===== config.mk =====
export PLATFORM = sky130hd
export DESIGN_NAME = avalon_stall_ctrl
export DESIGN_NICKNAME = d
export VERILOG_FILES = /design/src/rtl/avalon_stall_pkg.sv /design/src/rtl/avalon_stall_chan.sv /design/src/rtl/avalon_stall_ctrl.sv
export SDC_FILE = /design/constraint.sdc
export NUM_CORES = 1
export LEC_CHECK = 0
export CAP_MARGIN = 25
export CORE_UTILIZATION = 40
export CTS_CLUSTER_DIAMETER = 60
export CTS_CLUSTER_SIZE = 8
export DETAILED_ROUTE_END_ITERATION = 12
export PLACE_DENSITY = 0.79
export REMOVE_ABC_BUFFERS = 1
export SLEW_MARGIN = 20
export SYNTH_ARGS = -nofsm -noshare
export SYNTH_HDL_FRONTEND = slang
export SYNTH_SLANG_ARGS = --single-unit

===== constraint.sdc =====
create_clock -name clk -period 1.8 [get_ports clk]
set_clock_uncertainty 0.1 [all_clocks]
set_input_delay 0.27 -clock clk [delete_from_list [all_inputs] [get_ports clk]]
set_output_delay 0.27 -clock clk [all_outputs]
set_load 0.03 [all_outputs]

===== src/rtl/avalon_stall_pkg.sv =====
// Shared types and default configuration for the Avalon waitrequest stall controller.
package avalon_stall_pkg;

    typedef enum logic [1:0] {
        IDLE = 2'd0,
        WAIT = 2'd1,
        HOLD = 2'd2
    } stall_state_t;

    localparam int DEF_N_CH           = 2;
    localparam int DEF_DATA_W         = 32;
    localparam int DEF_HOLD_CYCLES    = 1;
    localparam int DEF_TIMEOUT_CYCLES = 255;

endpackage


===== src/rtl/avalon_stall_chan.sv =====
// One Avalon bus channel: wait/hold FSM, hold counter and readdata capture register.
// Optional hung-bus timeout is enabled with the STALL_TIMEOUT_EN macro.
module avalon_stall_chan
    import avalon_stall_pkg::*;
#(
    parameter int DATA_W         = DEF_DATA_W,
    parameter int HOLD_CYCLES    = DEF_HOLD_CYCLES,
    parameter int TIMEOUT_CYCLES = DEF_TIMEOUT_CYCLES
) (
    input  logic              clk,
    input  logic              reset_n,
    input  logic              req,
    input  logic              waitrequest,
    input  logic [DATA_W-1:0] readdata,
    input  logic              timeout_clr,
    output logic              ch_stall,
    output logic [DATA_W-1:0] rdata_q,
    output logic              rdata_valid,
    output logic              timeout_err
);

    localparam int HOLD_W = (HOLD_CYCLES > 0) ? $clog2(HOLD_CYCLES + 1) : 1;
    localparam logic [HOLD_W-1:0] HOLD_INIT = HOLD_W'((HOLD_CYCLES > 0) ? HOLD_CYCLES - 1 : 0);

    stall_state_t      state, next_state;
    logic [HOLD_W-1:0] hold_cnt;
    logic              capture;
    logic              clear_valid;
    logic              start_hold;
    logic              timeout_hit;

    always_ff @(posedge clk or negedge reset_n) begin
        if (!reset_n) begin
            state <= IDLE;
        end else begin
            state <= next_state;
        end
    end

    // A waited transfer finishes on the first requested cycle with waitrequest low.
    always_comb begin
        next_state  = state;
        capture     = 1'b0;
        clear_valid = 1'b0;
        start_hold  = 1'b0;
        case (state)
            IDLE: begin
                if (req && waitrequest) begin
                    next_state  = WAIT;
                    clear_valid = 1'b1;
                end else if (req) begin
                    capture = 1'b1;
                end
            end
            WAIT: begin
                if (!req) begin
                    next_state = IDLE;
                end else if (!waitrequest) begin
                    capture    = 1'b1;
                    start_hold = (HOLD_CYCLES > 0);
                    next_state = (HOLD_CYCLES > 0) ? HOLD : IDLE;
                end else if (timeout_hit) begin
                    next_state = IDLE;
                end
            end
            HOLD: begin
                if (hold_cnt == '0) begin
                    next_state = IDLE;
                end
            end
            default: next_state = IDLE;
        endcase
    end

    always_comb begin
        ch_stall = (req & waitrequest & ~timeout_err) | (state == HOLD);
    end

    always_ff @(posedge clk or negedge reset_n) begin
        if (!reset_n) begin
            hold_cnt    <= '0;
            rdata_q     <= '0;
            rdata_valid <= 1'b0;
        end else begin
            if (start_hold) begin
                hold_cnt <= HOLD_INIT;
            end else if (state == HOLD && hold_cnt != '0) begin
                hold_cnt <= hold_cnt - HOLD_W'(1);
            end
            if (capture) begin
                rdata_q     <= readdata;
                rdata_valid <= 1'b1;
            end else if (clear_valid) begin
                rdata_valid <= 1'b0;
            end
        end
    end

`ifdef STALL_TIMEOUT_EN
    localparam int WAIT_W = $clog2(TIMEOUT_CYCLES + 1);

    logic [WAIT_W-1:0] wait_cnt;

    // wait_cnt holds the number of WAIT cycles already completed in this transfer.
    assign timeout_hit = (state == WAIT) && req && waitrequest &&
                         (wait_cnt == WAIT_W'(TIMEOUT_CYCLES - 1));

    always_ff @(posedge clk or negedge reset_n) begin
        if (!reset_n) begin
            wait_cnt    <= '0;
            timeout_err <= 1'b0;
        end else begin
            wait_cnt <= (state == WAIT && req && waitrequest) ? wait_cnt + WAIT_W'(1) : '0;
            if (timeout_hit) begin
                timeout_err <= 1'b1;
            end else if (timeout_clr) begin
                timeout_err <= 1'b0;
            end
        end
    end
`else
    localparam int unused_timeout_cycles = TIMEOUT_CYCLES;
    logic unused_timeout_clr;

    assign unused_timeout_clr = timeout_clr;
    assign timeout_hit        = 1'b0;
    assign timeout_err        = 1'b0;
`endif

endmodule


===== src/rtl/avalon_stall_ctrl.sv =====
// Multi-channel Avalon waitrequest stall controller driving the CPU stall inputs.
// Optional per-channel hung-bus timeout is enabled with the STALL_TIMEOUT_EN macro.
module avalon_stall_ctrl
    import avalon_stall_pkg::*;
#(
    parameter int N_CH           = DEF_N_CH,
    parameter int DATA_W         = DEF_DATA_W,
    parameter int HOLD_CYCLES    = DEF_HOLD_CYCLES,
    parameter int TIMEOUT_CYCLES = DEF_TIMEOUT_CYCLES
) (
    input  logic                   clk,
    input  logic                   reset_n,
    input  logic [N_CH-1:0]        ch_req,
    input  logic [N_CH-1:0]        waitrequest,
    input  logic [N_CH*DATA_W-1:0] readdata,
    input  logic                   timeout_clr,
    output logic [N_CH-1:0]        ch_stall,
    output logic                   stall,
    output logic [N_CH*DATA_W-1:0] rdata_q,
    output logic [N_CH-1:0]        rdata_valid,
    output logic [N_CH-1:0]        timeout_err
);

    for (genvar i = 0; i < N_CH; i++) begin : g_chan
        avalon_stall_chan #(
            .DATA_W         (DATA_W),
            .HOLD_CYCLES    (HOLD_CYCLES),
            .TIMEOUT_CYCLES (TIMEOUT_CYCLES)
        ) u_chan (
            .clk         (clk),
            .reset_n     (reset_n),
            .req         (ch_req[i]),
            .waitrequest (waitrequest[i]),
            .readdata    (readdata[i*DATA_W +: DATA_W]),
            .timeout_clr (timeout_clr),
            .ch_stall    (ch_stall[i]),
            .rdata_q     (rdata_q[i*DATA_W +: DATA_W]),
            .rdata_valid (rdata_valid[i]),
            .timeout_err (timeout_err[i])
        );
    end

    assign stall = |ch_stall;

endmodule


==> results.yml, run 1 <==
outcome:
  status: "finished, final reports clean"
power_and_ir_drop:
  power_mw: 4.94
  ir_drop_v: 0.000608
  p_leak_nw: 1.91
  comb_power_share_pct: 33.5
  switchingPower_mw: 1.53
  power_frac_clock_pct: 25.6
  p_seq_share_pct: 40.9
  powerDensity_nw_per_um2: 1100
  p_sw_share_pct: 30.9
  intPower_mw: 3.42
route:
  firstDrtPassIters: 3
  ant_nets: 0
  num_vias: 1881
  viasPerCell: 4.50
  post_drt_wl_per_cell_um: 14.0
  drt_iter0_drc: 57
  drc: 0
  routed_wl_um: 5840
finish:
  fin_cells: 418
  stdcell_area_um2: 4490
  antenna_cells: 0
  area_growth_pct: 59.8
  final-seq-area_um2: 1800
  nets: 388
  multi_input_area_um2: 895
  nFillCells: 497
  drive_gt1_share_pct: 27.3
placement:
  globalplace.congestion: 0.672
  dp_slack_ns: -0.0359
  dp_cells: 401
  place_area_um2: 4280
  dp_hpwl_um: 4200
  port_buffers: 138
grt:
  use_met2_pct: 27.9
  grt_pass1_wl_um: 9360
  grt_max_degree: 39
  grt_busiest_layer: "met2"
  overflow: 0
  met3_usage_pct: 6.26
  grt_use_total_pct: 16.6
  grt_pass1_vias: 1977
  antenna_found_initial: 0
  grt_use_met1_pct: 19.2
yosys:
  avgSynthCellArea_um2: 16.4
  synthCells: 172
  synth_seq_area_share_pct: 64.1
  syn_area_um2: 2810
  yosysWarnings: 0
  ys_types: 17
  synth-seq-cells: 72
sta:
  fmax_mhz: 572
  setup_slack_ns: 0.0503
  period_needed_ns: 1.75
  post-route-period-util_pct: 97.2
  setup_viol_count_final: 0
  hold_viol_final: 0
  grt_setup_unrepaired: "no"
  slew_viol_final: 0
  setup_tns_ns: 0
die:
  num_rows: 30
  dieArea_um2: 7370
  initial_core_util_pct: 41.4
  die_height_um: 85.9
  coreArea_um2: 6790
  io_pins: 142
  die_w_um: 85.9
clocking:
  cts_tree: "yes"
  clockBufferDepth: 2
  cts.sinks: 72
  h-tree-depth: 3
  cts_root_buffer: "clkbuf_8"
  numCtsBuffers: 9
  clk_pin_slew_ns: 0.07
  clkLatencyLatePin_ns: 0.33
worst_setup_path:
  crit_chain: "clkdlybuf4s50_1"
  cp.buffers_inverters: 1
  worst_ep_arrival_time_ns: 1.38
  slowest_stage: "clkdlybuf4s50_1"
  worst-setup-path-type: "reg -> out"
  max_stage_delay_ns: 0.70
  crit_path_start_kind: "flop"
  required_ns: 1.43
  setup.worst_path.end_class: "primary output"
  worstPathMaxFanout: 2
  cpLargestDelayFamily: "buffers and inverters"
hold_path:
  worstHoldPathType: "in -> async"
flow_run:
  drv_cap: 0
power by group through the flow:
| stage | Combinational (mW) | Sequential [mW] | Clock, mW |
|---|---|---|---|
| 4_1_cts | 1.68 | 2.03 | 1.31 |
| 3_3_place_gp | 1.65 | 2.03 | 0 |
| 6_report | 1.66 | 2.02 | 1.26 |
| 2_1_floorplan | 0.307 | 2.59 | 0 |
| 3_5_place_dp | 1.67 | 2.06 | 0 |
| 5_1_grt | 1.74 | 2.06 | 1.37 |
kinds of logic after synthesis:
kind of cell / Yosys count / synth area share (%)
AOI/OAI and AO/OA: 6 / 1.69
buffers and inverters: 14 / 4.27
DFF: 72 / 64.1
muxes: 64 / 25.6
other: 1 / 0.133
and+or+nand+nor: 15 / 4.23
flip-flops by register name, summed over array words and instances (netlist names):
name                       cells
g_chan.u_chan.rdata_q         64
g_chan.u_chan.state            4
g_chan.u_chan.hold_cnt         2
g_chan.u_chan.rdata_valid      2
layout by cell type (no fill, tap or decap), drive strengths merged, types with 3 or more instances in the layout:
cell type and instances:
dlymetal6s2s 3, clkdlybuf4s50 131, mux2 64, nand2 4, buf 10, dfrtp 72, clkbuf 13
routing by layer:
layer  wire length [um]  share of wire, %
met5                  0                 0
met1               2370                41
met4                 95               1.6
met3                536               9.2
met2               2840                49
path summary, 6_finish.rpt:
| path | start | to | slack, ns | depth (start not counted) |
|---|---|---|---|---|
| worst max-delay path | g_chan[1].u_chan.rdata_q[1] | rdata_q[33] | 0.05 | 1 |
| worst min-delay path | reset_n | g_chan[0].u_chan.rdata_valid | 0.35 | 2 |
| worst max register to register | g_chan[0].u_chan.state[1] | g_chan[0].u_chan.rdata_q[7] | 0.28 | 3 |
| worst min register to register | g_chan[0].u_chan.rdata_valid | g_chan[0].u_chan.rdata_valid | 0.38 | 1 |
| max in group asynchronous | reset_n | g_chan[0].u_chan.rdata_q[21] | 0.68 | 3 |
| min in group clk | g_chan[0].u_chan.rdata_valid | g_chan[0].u_chan.rdata_valid | 0.38 | 1 |
synth_stat cells (all sizes together):
library cell  number  area, um^2
nand2              4        15.0
inv                2        7.51
a21o               2        15.0
buf               12         113
nor2b              2        12.5
nand2b             2        12.5
conb               1        3.75
a22o               2        17.5
nor3b              2        37.5
mux2              64         721
dfrtp             72        1800
and3b              2        17.5
nand4              1        6.26
a211oi             2        15.0
or3b               2        17.5
per-stage QoR:
| stage | hold slack (ns) | utilization (%) |
|---|---|---|
| floorplan | -0.126 | - |
| global placement | 0.157 | 63.0 |
| detailed placement | 0.164 | 63.0 |
| CTS | 0.353 | 66.0 |
| global route | 0.373 | 66.2 |
| finish | 0.348 | 66.2 |
layout make-up:
cell class,instances,area share [%]
clock buffer,13,3.54
sequential,72,40.1
timing repair buffer,145,32.7
clock inverter,3,0.891
inverter,2,0.167
tap,96,2.67
multi-input combinational,87,19.9
timing repair:
item                       CTS  global route
setup endpoints to repair    0             3
setup buffers                0             0
hold endpoints to repair    34             0
resized for setup            0             3
hold buffers                 1             0
Power figures use the tool's default switching activity.
==> run 2, diff against run 1 <==
--- a/config.mk
+++ b/config.mk
@@ -6,11 +6,11 @@
 export NUM_CORES = 1
 export LEC_CHECK = 0
 export CAP_MARGIN = 25
-export CORE_UTILIZATION = 40
+export CORE_UTILIZATION = 36
 export CTS_CLUSTER_DIAMETER = 60
 export CTS_CLUSTER_SIZE = 8
 export DETAILED_ROUTE_END_ITERATION = 12
-export PLACE_DENSITY = 0.79
+export PLACE_DENSITY = 0.75
 export REMOVE_ABC_BUFFERS = 1
 export SLEW_MARGIN = 20
 export SYNTH_ARGS = -nofsm -noshare
==> constraint.sdc (replaced) <==
create_clock -name clk -period 1.56 [get_ports clk]
set_clock_uncertainty 0.1 [all_clocks]
set_input_delay 0.234 -clock clk [delete_from_list [all_inputs] [get_ports clk]]
set_output_delay 0.234 -clock clk [all_outputs]
set_load 0.03 [all_outputs]
==> run 2 against run 1 <==
  * Cell count rose by 1.9%
  * Critical path depth up 3
  * Sequential power grew 15%
  * Die area is 11% higher
  * First-iteration DRC count is 61% lower
  * Hold slack worse by 0.11 ns
  * Via count rose by 2.1%
  * Core utilization down 5.6 points
  * Cell area fell by 0.22%
  * Global-route usage decreased by 0.89 points
  * Setup slack worse by 0.022 ns
==> results.yml, run 2 (same netlist as run 1, synthesis figures left out) <==
outcome:
  status: "finished, final reports clean"
grt:
  grt_max_degree: 35
  grt_use_total_pct: 15.7
  grt_pass1_wl_um: 10200
  overflow: 0
  antenna_found_initial: 0
  grt_pass1_vias: 2073
power_and_ir_drop:
  powerDensity_nw_per_um2: 1220
  ir_drop_v: 0.000680
  p_leak_nw: 2.02
  power_mw: 5.45
clocking:
  cts_tree: "yes"
  clockBufferDepth: 2
  clk_pin_slew_ns: 0.08
  cts.sinks: 72
  h-tree-depth: 3
  numCtsBuffers: 9
  clkLatencyLatePin_ns: 0.33
  cts_root_buffer: "clkbuf_8"
sta:
  post-route-period-util_pct: 98.2
  period_needed_ns: 1.53
  fmax_mhz: 653
  setup_tns_ns: 0
  grt_setup_unrepaired: "yes"
  hold_viol_final: 0
  setup_viol_count_final: 0
  slew_viol_final: 0
placement:
  globalplace.congestion: 0.656
  dp_hpwl_um: 4350
  port_buffers: 138
die:
  die_w_um: 90.4
  num_rows: 31
  coreArea_um2: 7410
  dieArea_um2: 8170
  initial_core_util_pct: 38.0
  io_pins: 142
  die_height_um: 90.4
finish:
  drive_gt1_share_pct: 29.4
  largestRegisters: "g_chan.u_chan.rdata_q x64, g_chan.u_chan.state x4"
  antenna_cells: 0
  nFillCells: 625
  final_common_cell: "dfrtp_1"
  layout_common_cells: "dfrtp_1, clkdlybuf4s50_1, dlygate4sd2_1"
  area_growth_pct: 59.4
  nets: 394
  top_register: "g_chan.u_chan.rdata_q"
  largest_register_ffs: 64
route:
  ant_nets: 0
  drt_iter0_drc: 22
  viasPerCell: 4.51
  drc: 0
  routed_wl_um: 6050
  post_drt_wl_per_cell_um: 14.2
  num_vias: 1920
  firstDrtPassIters: 3
worst_setup_path:
  critPathLaunch: "g_chan[1].u_chan.state[1]"
  r2r_start: "g_chan[1].u_chan.state[1]"
  worst-setup-path-type: "reg -> out"
  worst_ep_arrival_time_ns: 1.20
  reg2reg_slack_ns: 0.06
  rr_worst_depth: 4
  slowest_stage: "dfrtp_1"
  worstPathMaxFanout: 2
  cpLargestDelayFamily: "flip-flops"
  max_stage_delay_ns: 0.42
  crit_path_start_kind: "flop"
  crit_chain: "buf_6 -> nand2b_4 -> nand4_1 -> buf_6"
  required_ns: 1.23
  cp_common_cell: "buf_6"
  setup.worst_path.end_class: "primary output"
  r2r_end: "g_chan[1].u_chan.rdata_valid"
  cp.depth: 4
  cp.buffers_inverters: 2
hold_path:
  worstHoldPathType: "in -> async"
flow_run:
  drv_cap: 0
[run 2: cell count changes in the layout (fill, tap and decap cells not counted), sizes merged, moves of 2 or more]
cell,delta
dlymetal6s2s,-2
clkdlybuf4s50,-64
dlygate4sd2,+66
buf,+6
[run 2: timing repair]
| action | CTS | global route |
|---|---|---|
| pin swaps | 1 | 1 |
| resized for setup | 71 | 2 |
| hold endpoints to repair | 22 | 0 |
| setup endpoints to repair | 67 | 2 |
| buffers inserted | 0 | 1 |
| hold buffers | 1 | 0 |
[run 2: worst max path at each step]
| stage | endpoint |
|---|---|
| after global routing | stall |
| after detailed placement | g_chan[0].u_chan.rdata_q[3] |
| after global placement | g_chan[0].u_chan.rdata_q[29] |
| after CTS | stall |
| final | stall |
| after floorplan | g_chan[0].u_chan.rdata_q[0] |
[run 2: final cells by class]
type,instances,area (um^2),share of cell area [%]
inverter,2,7.51,0.167
multi-input combinational,87,910,20.3
clock buffer,12,145,3.24
sequential,72,1800,40.2
clock inverter,3,42.5,0.949
tap,99,124,2.76
timing repair buffer,151,1450,32.4
[run 2: metrics by stage]
stage | area [um^2] | worst slack [ns] | util (%) | hold slack (ns) | cells
CTS | 4470 | 0.0104 | 60.4 | 0.239 | 425
global placement | 4330 | -0.221 | 58.5 | 0.0535 | 409
finish | 4480 | 0.0284 | 60.5 | 0.241 | 426
global route | 4480 | -0.0468 | 60.5 | 0.265 | 426
floorplan | 2700 | -0.456 | - | -0.162 | 161
detailed placement | 4330 | -0.240 | 58.5 | 0.0572 | 409
[run 2: where the power goes]
part | switching (mW) | internal, mW | total (mW)
clock network | 0.649 | 0.773 | 1.42
logic | 0.971 | 0.740 | 1.71
registers | 0.143 | 2.18 | 2.32
total | 1.76 | 3.69 | 5.45
[run 2: routing by layer]
metal | track usage (%) | share of wire, %
met2 | 25.0 | 46
met3 | 5.81 | 8.9
met1 | 19.6 | 43
met4 | 5.65 | 1.4
met5 | 0 | 0
[run 2: worst register-to-register path: stages, from the launching register on]
cell     delay (ns)
dfrtp_1        0.42
buf_6          0.14
buf_4          0.13
or3b_2         0.43
a21o_1         0.19
==> run 3, diff against run 2 <==
--- a/config.mk
+++ b/config.mk
@@ -11,7 +11,6 @@
 export CTS_CLUSTER_SIZE = 8
 export DETAILED_ROUTE_END_ITERATION = 12
 export PLACE_DENSITY = 0.75
-export REMOVE_ABC_BUFFERS = 1
 export SLEW_MARGIN = 20
 export SYNTH_ARGS = -nofsm -noshare
 export SYNTH_HDL_FRONTEND = slang
==> run 3 against run 2 <==
  * Core utilization increased by 1.1 points
  * First-iteration DRC count increased by 64%
  * Power increased by 3.0%
  * Cell count increased by 1.9%
  * Count of clock-buffer cells in the layout decreased by 1
  * Clock power increased by 9.9%
  * Cell area increased by 1.8%
  * Maximum frequency decreased by 0.87%
==> results.yml, run 3 (same netlist as run 1, synthesis figures left out) <==
outcome:
  status: "finished, final reports clean"
worst_setup_path:
  cp.buffers_inverters: 2
  critPathLaunch: "g_chan[1].u_chan.state[1]"
  r2r_end: "g_chan[1].u_chan.rdata_q[22]"
  slowest_stage: "dfrtp_1"
  r2r_start: "g_chan[1].u_chan.state[1]"
  crit_path_start_kind: "flop"
  cpLargestDelayFamily: "flip-flops"
  max_stage_delay_ns: 0.39
  reg2reg_slack_ns: 0.01
  critical_path.endpoint: "g_chan[1].u_chan.rdata_q[22]"
  required_ns: 1.68
  rr_worst_depth: 4
  worstPathMaxFanout: 27
  setup.worst_path.end_class: "flop"
  crit_chain: "buf_6 -> nor3b_4 -> buf_12 -> mux2_2"
  worst-setup-path-type: "reg -> reg"
  cp.depth: 4
  worst_ep_arrival_time_ns: 1.66
finish:
  nets: 401
  drive_gt1_share_pct: 30.7
  nFillCells: 609
  final_common_cell: "dfrtp_1"
  top_register: "g_chan.u_chan.rdata_q"
  layout_common_cells: "dfrtp_1, clkdlybuf4s50_1, dlygate4sd2_1"
  largestRegisters: "g_chan.u_chan.rdata_q x64, g_chan.u_chan.state x4"
  largest_register_ffs: 64
  area_growth_pct: 62.2
  antenna_cells: 0
  fin_cells: 434
hold_path:
  worstHoldPathType: "in -> async"
clocking:
  clkLatencyLatePin_ns: 0.34
  clockBufferDepth: 2
  clk_pin_slew_ns: 0.08
  cts_root_buffer: "clkbuf_8"
  cts_tree: "yes"
  h-tree-depth: 3
  numCtsBuffers: 9
  cts.sinks: 72
placement:
  dp_hpwl_um: 4270
  globalplace.congestion: 0.732
  dp_cells: 410
  port_buffers: 138
grt:
  grt_pass1_vias: 2087
  grt_use_total_pct: 15.2
  overflow: 0
  antenna_found_initial: 0
  grt_pass1_wl_um: 9790
  grt_max_degree: 34
sta:
  hold_ws_ns: 0.253
  post-route-period-util_pct: 99.0
  period_needed_ns: 1.55
  fmax_mhz: 647
  hold_viol_final: 0
  grt_setup_unrepaired: "yes"
  setup_viol_count_final: 0
  slew_viol_final: 0
die:
  die_height_um: 90.4
  die_w_um: 90.4
  io_pins: 142
  dieArea_um2: 8170
  initial_core_util_pct: 38.0
  num_rows: 31
  coreArea_um2: 7410
route:
  routed_wl_um: 6010
  drt_iter0_drc: 36
  firstDrtPassIters: 3
  ant_nets: 0
  drc: 0
  post_drt_wl_per_cell_um: 13.8
  viasPerCell: 4.53
  num_vias: 1968
power_and_ir_drop:
  powerDensity_nw_per_um2: 1230
  p_leak_nw: 2.07
  ir_drop_v: 0.000537
flow_run:
  drv_cap: 0
-- run 3: how the worst min path moves through the flow --
stage	start	to	slack (ns)
floorplan	reset_n	g_chan[0].u_chan.hold_cnt	-0.16
global placement	reset_n	g_chan[0].u_chan.rdata_q[23]	0.07
detailed placement	reset_n	g_chan[0].u_chan.rdata_q[23]	0.06
CTS	reset_n	g_chan[0].u_chan.rdata_q[23]	0.25
global route	reset_n	g_chan[0].u_chan.rdata_q[16]	0.27
finish	reset_n	g_chan[0].u_chan.rdata_q[16]	0.25
-- run 3: area by class of cell --
| cell class | instances | area, um^2 | share of cell area [%] |
|---|---|---|---|
| well taps | 99 | 124 | 2.71 |
| inverters | 2 | 7.51 | 0.165 |
| multi-input cells | 87 | 906 | 19.9 |
| clock buffers | 11 | 131 | 2.88 |
| clock inverters | 5 | 81.3 | 1.78 |
| flip-flops and latches | 72 | 1800 | 39.5 |
| repair buffers | 158 | 1510 | 33.1 |
-- run 3: per-stage QoR --
stage / power, mW / utilization, % / cell area (um^2) / setup slack (ns) / TNS (ns)
2_1_floorplan: 3.38 / - / 2820 / 0.0291 / 0
3_3_place_gp: 4.27 / 58.4 / 4330 / -0.202 / -12.47
3_5_place_dp: 4.30 / 58.4 / 4330 / -0.234 / -14.26
4_1_cts: 5.68 / 60.4 / 4480 / 0.00195 / 0
5_1_grt: 5.88 / 61.6 / 4560 / -0.0434 / -1.03
6_report: 5.61 / 61.6 / 4560 / 0.0150 / 0
-- run 3: where the power goes --
group / switching (mW) / total, mW / leakage [nW] / internal (mW)
registers: 0.136 / 2.31 / 0.855 / 2.18
logic: 0.981 / 1.74 / 1.11 / 0.756
clock network: 0.662 / 1.56 / 0.104 / 0.902
total: 1.78 / 5.61 / 2.07 / 3.83
-- run 3: timing repair --
| action | CTS | global route |
|---|---|---|
| cloned | 0 | 2 |
| hold buffers | 1 | 0 |
| hold endpoints to repair | 24 | 0 |
| endpoints found under the setup margin | 67 | 49 |
| resized for setup | 67 | 5 |
| pin swaps | 1 | 1 |
| setup buffers | 1 | 4 |
-- run 3: layer usage --
layer / GRT usage, % / vias up / wire length, um
met4: 7.80 / 0 / 122
met1: 17.0 / 950 / 2370
met5: 0 / - / 0
met2: 25.4 / 89 / 3040
met3: 5.81 / 13 / 478
li1: - / 916 / -
-- run 3: worst register-to-register path: cells and delay by family, from the launching register on --
family	cells	cell delay, ns
buffers and inverters	2	0.34
AND/OR/NAND/NOR	1	0.23
flip-flops	1	0.39
multiplexers	1	0.36
